--- src/rtl/lsu_split_engine.sv ---
// Load/store unit access engine: turns one pipeline access into one or two
// XLEN-aligned memory beats, then returns extended load data or an error.
module lsu_split_engine #(
    parameter int XLEN     = 32,
    parameter int ADDR_W   = 32,
    parameter int SPLIT_EN = 1
) (
    input  logic                clk,
    input  logic                rst_n,
    input  logic                req_valid,
    output logic                req_ready,
    input  logic                req_is_store,
    input  logic [1:0]          req_size,
    input  logic                req_unsigned,
    input  logic [ADDR_W-1:0]   req_addr,
    input  logic [XLEN-1:0]     req_wdata,
    output logic                resp_valid,
    output logic [XLEN-1:0]     resp_data,
    output logic                resp_err,
    output logic                mem_req_valid,
    input  logic                mem_req_ready,
    output logic                mem_req_we,
    output logic [ADDR_W-1:0]   mem_req_addr,
    output logic [XLEN-1:0]     mem_req_wdata,
    output logic [XLEN/8-1:0]   mem_req_be,
    input  logic                mem_rsp_valid,
    input  logic [XLEN-1:0]     mem_rsp_rdata
);

    localparam int BYTES     = XLEN / 8;
    localparam int OFF_W     = $clog2(BYTES);
    localparam int CW        = OFF_W + 2;
    localparam bit NO_DOUBLE = (XLEN == 32);

    typedef enum logic [2:0] {IDLE, REQ0, WAIT0, REQ1, WAIT1, RESP} state_t;

    state_t state, state_nxt;

    logic              r_is_store;
    logic              r_unsigned;
    logic              r_err;
    logic [1:0]        r_size;
    logic [ADDR_W-1:0] r_addr;
    logic [XLEN-1:0]   r_wdata;
    logic [XLEN-1:0]   rdata0;
    logic [XLEN-1:0]   rdata1;

    logic [CW-1:0]     in_end;
    logic              in_mis;
    logic              in_illegal;

    logic [OFF_W-1:0]  off;
    logic [CW-1:0]     n_bytes;
    logic [CW-1:0]     end_b;
    logic [CW-1:0]     sh1;
    logic              mis;
    logic [BYTES-1:0]  be0;
    logic [BYTES-1:0]  be1;
    logic [XLEN-1:0]   wdata0;
    logic [XLEN-1:0]   wdata1;
    logic [ADDR_W-1:0] beat0_addr;
    logic [ADDR_W-1:0] beat1_addr;
    logic [XLEN-1:0]   raw;
    logic [XLEN-1:0]   ext;
    logic              sign_bit;
    int unsigned       nbits;

    // Legality is judged on the incoming fields so the error path skips memory.
    always_comb begin
        in_end     = CW'(req_addr[OFF_W-1:0]) + (CW'(1) << req_size);
        in_mis     = in_end > CW'(BYTES);
        in_illegal = (NO_DOUBLE && (req_size == 2'b11)) || ((SPLIT_EN == 0) && in_mis);
    end

    always_comb begin
        off        = r_addr[OFF_W-1:0];
        n_bytes    = CW'(1) << r_size;
        end_b      = CW'(off) + n_bytes;
        mis        = end_b > CW'(BYTES);
        sh1        = CW'(BYTES) - CW'(off);
        beat0_addr = {r_addr[ADDR_W-1:OFF_W], {OFF_W{1'b0}}};
        beat1_addr = beat0_addr + ADDR_W'(BYTES);
        wdata0     = r_wdata << {off, 3'b000};
        wdata1     = r_wdata >> {sh1, 3'b000};
        for (int unsigned i = 0; i < BYTES; i++) begin
            be0[i] = (CW'(i) >= CW'(off)) && (CW'(i) < end_b);
            be1[i] = (CW'(i) + CW'(BYTES)) < end_b;
        end
    end

    // Beat1 bytes sit directly above beat0's upper lanes, so one shift aligns the access.
    always_comb begin
        raw      = XLEN'({rdata1, rdata0} >> {off, 3'b000});
        nbits    = 32'd8 << r_size;
        ext      = raw;
        sign_bit = 1'b0;
        if (n_bytes < CW'(BYTES)) begin
            case (r_size)
                2'b00:   sign_bit = raw[7];
                2'b01:   sign_bit = raw[15];
                default: sign_bit = raw[31];
            endcase
            sign_bit = sign_bit && !r_unsigned;
            for (int unsigned i = 0; i < XLEN; i++) begin
                ext[i] = (i < nbits) ? raw[i] : sign_bit;
            end
        end
    end

    always_ff @(posedge clk or negedge rst_n) begin
        if (!rst_n) begin
            state <= IDLE;
        end else begin
            state <= state_nxt;
        end
    end

    always_comb begin
        state_nxt     = state;
        req_ready     = 1'b0;
        mem_req_valid = 1'b0;
        mem_req_we    = 1'b0;
        mem_req_addr  = '0;
        mem_req_wdata = '0;
        mem_req_be    = '0;
        resp_valid    = 1'b0;
        resp_data     = '0;
        resp_err      = 1'b0;
        case (state)
            IDLE: begin
                req_ready = 1'b1;
                if (req_valid) begin
                    state_nxt = in_illegal ? RESP : REQ0;
                end
            end
            REQ0: begin
                mem_req_valid = 1'b1;
                mem_req_we    = r_is_store;
                mem_req_addr  = beat0_addr;
                mem_req_wdata = wdata0;
                mem_req_be    = be0;
                if (mem_req_ready) begin
                    state_nxt = WAIT0;
                end
            end
            WAIT0: begin
                if (mem_rsp_valid) begin
                    state_nxt = mis ? REQ1 : RESP;
                end
            end
            REQ1: begin
                mem_req_valid = 1'b1;
                mem_req_we    = r_is_store;
                mem_req_addr  = beat1_addr;
                mem_req_wdata = wdata1;
                mem_req_be    = be1;
                if (mem_req_ready) begin
                    state_nxt = WAIT1;
                end
            end
            WAIT1: begin
                if (mem_rsp_valid) begin
                    state_nxt = RESP;
                end
            end
            RESP: begin
                resp_valid = 1'b1;
                resp_err   = r_err;
                resp_data  = (r_err || r_is_store) ? '0 : ext;
                state_nxt  = IDLE;
            end
            default: state_nxt = IDLE;
        endcase
    end

    always_ff @(posedge clk or negedge rst_n) begin
        if (!rst_n) begin
            r_is_store <= 1'b0;
            r_unsigned <= 1'b0;
            r_err      <= 1'b0;
            r_size     <= '0;
            r_addr     <= '0;
            r_wdata    <= '0;
            rdata0     <= '0;
            rdata1     <= '0;
        end else begin
            if (state == IDLE && req_valid) begin
                r_is_store <= req_is_store;
                r_unsigned <= req_unsigned;
                r_err      <= in_illegal;
                r_size     <= req_size;
                r_addr     <= req_addr;
                r_wdata    <= req_wdata;
            end
            if (state == WAIT0 && mem_rsp_valid) begin
                rdata0 <= mem_rsp_rdata;
            end
            if (state == WAIT1 && mem_rsp_valid) begin
                rdata1 <= mem_rsp_rdata;
            end
        end
    end

endmodule
--- config.mk ---
export PLATFORM = sky130hd
export DESIGN_NAME = lsu_split_engine
export DESIGN_NICKNAME = d
export VERILOG_FILES = /design/src/rtl/lsu_split_engine.sv
export SDC_FILE = /design/constraint.sdc
export NUM_CORES = 1
export LEC_CHECK = 0
export CAP_MARGIN = 40
export CORE_MARGIN = 10
export CORE_UTILIZATION = 28
export DETAILED_ROUTE_END_ITERATION = 10
export GPL_TIMING_DRIVEN = 0
export PLACE_DENSITY = 0.58
export SLEW_MARGIN = 20
export SYNTH_ARGS = -nofsm -noshare
export SYNTH_HDL_FRONTEND = slang
export SYNTH_SLANG_ARGS = --single-unit
--- constraint.sdc ---
create_clock -name clk -period 3.5 [get_ports clk]
set_input_delay 0.7 -clock clk [delete_from_list [all_inputs] [get_ports clk]]
set_output_delay 0.7 -clock clk [all_outputs]
set_load 0.01 [all_outputs]
==> metrics.md <==
| Metric | Value |
|---|---|
| Critical Path Max Stage Delay | `570 ps` |
| Avg Cell Area, Syn | `10.1 sq um` |
| CP Cell Sequence | `and4_4 > nand4_2 > clkbuf_4 > nor4_1 > mux2i_1 > clkdlybuf4s50_1` |
| Core box area | `roughly 29,000 sq um` |
| CTS Buf Count | `17` |
| Asr flop ratio synth | `100%` |
| Hold_ws | `178 ps` |
| GR Overflow Total | `0` |
| CTS tree | `yes` |
| IO Port Bufs | `207` |
| Sequential area share after synthesis | `between 30% and 40%` |
| CP top delay family | `buffers and inverters` |
| Tcrit/Tclk final | `97.2%` |
| Worst-path fanout max | `10` |
| Post-DP HPWL | `22,800 um` |
| Critical Path Sink Type | `primary output` |
| CP max stage cell | `clkdlybuf4s50_1` |
| Fmax | `294 MHz` |
| Synth cell types | `58` |
| Skew-Pair Late Insertion Delay | `~430 ps` |
| Vias/cell | `5.09` |
| Startpoint types | `register` |
| Antenna Cells | `0` |
| Clk_skew | `16.3 ps` |
| Post-synthesis register bit count | `128` |
| PD cells | `961 nW/um^2` |
| Slew margin rel. | `51.1%` |
| Critical Path RT | `2800 ps` |
| Post-route DRC | `0` |
| Outcome | `finished clean` |
| Total track usage | `16.9%` |
| CP arrival | `2700 ps` |
| Largest net degree at the start of global routing | `81` |
| Initial antenna violation count | `1` |
| CTS clk-pin slew, worst paths | `~70 ps` |
| Yosys warns | `0` |
| Leading area contributor after synthesis | `dfrtp_1` |
| Largest family of logic cells by synthesized area | `multiplexers` |
| Die Width | `191 um` |
| DRT antenna net count | `0` |
| Synth Area in Simple Gates | `about an eighth` |
| Setup WS pre-CTS | `-1450 ps` |
| Final period demand of the worst path | `roughly 3400 ps` |
| Number of global-route vias before repair | `7,619` |
| GP Congestion | `roughly 0.85` |
| Area Growth Syn to Fin | `45.1%` |
| Die footprint | `around 36,000 sq um` |
| First-pass GRT wire length | `47,000 um` |
| Top-area cell type share of the netlist area | `39.3%` |
| Crit Path Category | `reg -> out` |
| Area share of fa/ha/maj cells after synthesis | `a little over 1%` |
| Cells after Synth | `805` |
| Worst hold path class | `in -> async` |
| Top post-synthesis cells by area | `dfrtp_1, mux2_2, mux2i_1` |
| Initial Utilization | `28.4%` |
| FF-to-FF setup slack | `1090 ps` |
| Synth Area in Compound Gates | `13.0%` |
| Setup violators final | `0` |
| CP Depth | `6` |
| Initial drt markers | `544` |
| Fill cells | `between 2,000 and 3,000` |
| Cells on worst reg2reg path | `10` |
| 1st-pass router iterations | `5` |
| Design Area, Final | `11,800 sq um` |
| Post-synthesis mux area share | `28.8%` |
| Synthesized-area fraction occupied by xor and xnor cells | `under 10%` |
| Area of the multi-input gates | `4750 sq um` |
| Final core utilization | `41.2%` |
| Worst vdd ir | `around 0.42 mV` |
| Final net count | `1,172` |
| CP bufs+invs | `2` |
| Final Hold Viols | `0` |
| Pleak | `4.78 nW` |
| Dpl cell area | `10,700 sq um` |
| Die height | `191 um` |
| # hold bufs at CTS | `0` |
| CTS sink cnt | `approximately 130` |
| Min setup slack post-route | `96.8 ps` |
| Share of cells above drive strength 1 | `31.6%` |
| Final WL | `approximately 31,000 um` |
| Worst Max-Slew Pin Slew | `733 ps` |
| Cell row count | `62` |
| Total Power | `11.4 mW` |
| Via count | `7,416` |
| Max-Cap Viols | `0` |
| EDFF count, synth | `0` |
| Top-Level Pins | `210` |
| CTS root buffer | `clkbuf_16` |
| Prevailing post-synth register cell | `dfrtp_1` |
| Area of the mapped netlist | `8140 sq um` |
| CTS max path bufs | `2` |
| Reg area | `3210 sq um` |
| Final Max Tran Viols | `0` |
| Drt wl/cell | `21.3 um` |
| H-tree depth | `4` |
-- final timing paths --
path / startpoint / to
hold / removal: rst_n / r_is_store
min in group clk: rdata0[6] / rdata0[6]
setup reg to reg: r_size[0] / state[2]
max in group asynchronous: rst_n / r_wdata[24]
hold reg to reg: rdata0[6] / rdata0[6]
setup / recovery: r_addr[10] / mem_req_addr[27]
-- cells in the final DEF (no fill, tap or decap), drive strengths merged, types with 17 or more instances in the layout --
cell	synthesis	routed
a21oi	73	73
buf	37	84
nor2	76	76
o22ai	17	17
clkdlybuf4s50	0	168
mux2i	62	62
nand2	39	39
mux2	151	151
inv	11	20
dfrtp	128	128
o21ai	39	39
o2bb2ai	17	17
clkbuf	25	44
-- metal layers --
metal	track usage, %	share of wire (%)
met1	22.3	46
met2	27.6	48
met3	3.69	5.5
met4	3.60	1.1
met5	0	0.064
-- sequential cells by signal, indices dropped and copies added (netlist names) --
| name | count |
|---|---|
| r_is_store | 1 |
| r_size | 2 |
| r_wdata | 32 |
| rdata1 | 24 |
| state | 3 |
| rdata0 | 32 |
| r_addr | 32 |
| r_unsigned | 1 |
| r_err | 1 |
-- where the power goes --
part / total [mW] / leakage [nW] / switching, mW / internal, mW
registers: 3.01 / 1.52 / 0.770 / 2.24
logic: 6.52 / 2.97 / 3.22 / 3.29
clock network: 1.82 / 0.284 / 0.809 / 1.01
total: 11.4 / 4.78 / 4.80 / 6.55
-- Yosys cell counts, drive strengths merged, types with 7 or more instances --
cell     number
clkbuf       25
nand2        39
o22ai        17
or4          10
nand4         9
o21ai        39
nand3        11
buf          37
xor2          7
nor2         76
dfrtp       128
nand2b        8
inv          11
a21oi        73
o31ai        11
o2bb2ai      17
mux2        151
mux2i        62
a211oi        9
-- repair_timing --
item                                    in CTS  in global routing
gates resized for setup                    155                 45
pin swaps                                   10                  7
endpoints found under the setup margin      82                 68
buffers inserted                            25                  7
gates cloned                                 1                  0
-- cells by family (layout without fill, tap and decap cells) --
family / count (synthesis) / after routing
multiplexers: 214 / 214
AND/OR/NAND/NOR: 194 / 194
AO/OA/AOI/OAI: 177 / 177
flip-flops: 128 / 128
buffers and inverters: 73 / 341
XOR/XNOR: 12 / 12
adder cells (fa/ha/maj): 6 / 6
other: 1 / 2
-- metrics by stage --
step,TNS [ps],std cells
2_1_floorplan,0,806
3_3_place_gp,-529520,1397
3_5_place_dp,-40010,1398
4_1_cts,-13.8,1452
5_1_grt,-1.04,1458
6_report,0,1458
-- area by class of cell --
type                    count  area share (%)
plain buffers              56            3.57
clock buffers              17            3.60
multi-input cells         605            40.2
repair buffers            242            19.6
clock inverters            15            1.36
flip-flops and latches    128            27.2
well taps                 384            4.07
inverters                  11           0.413
(Power assumes the default switching activity.)
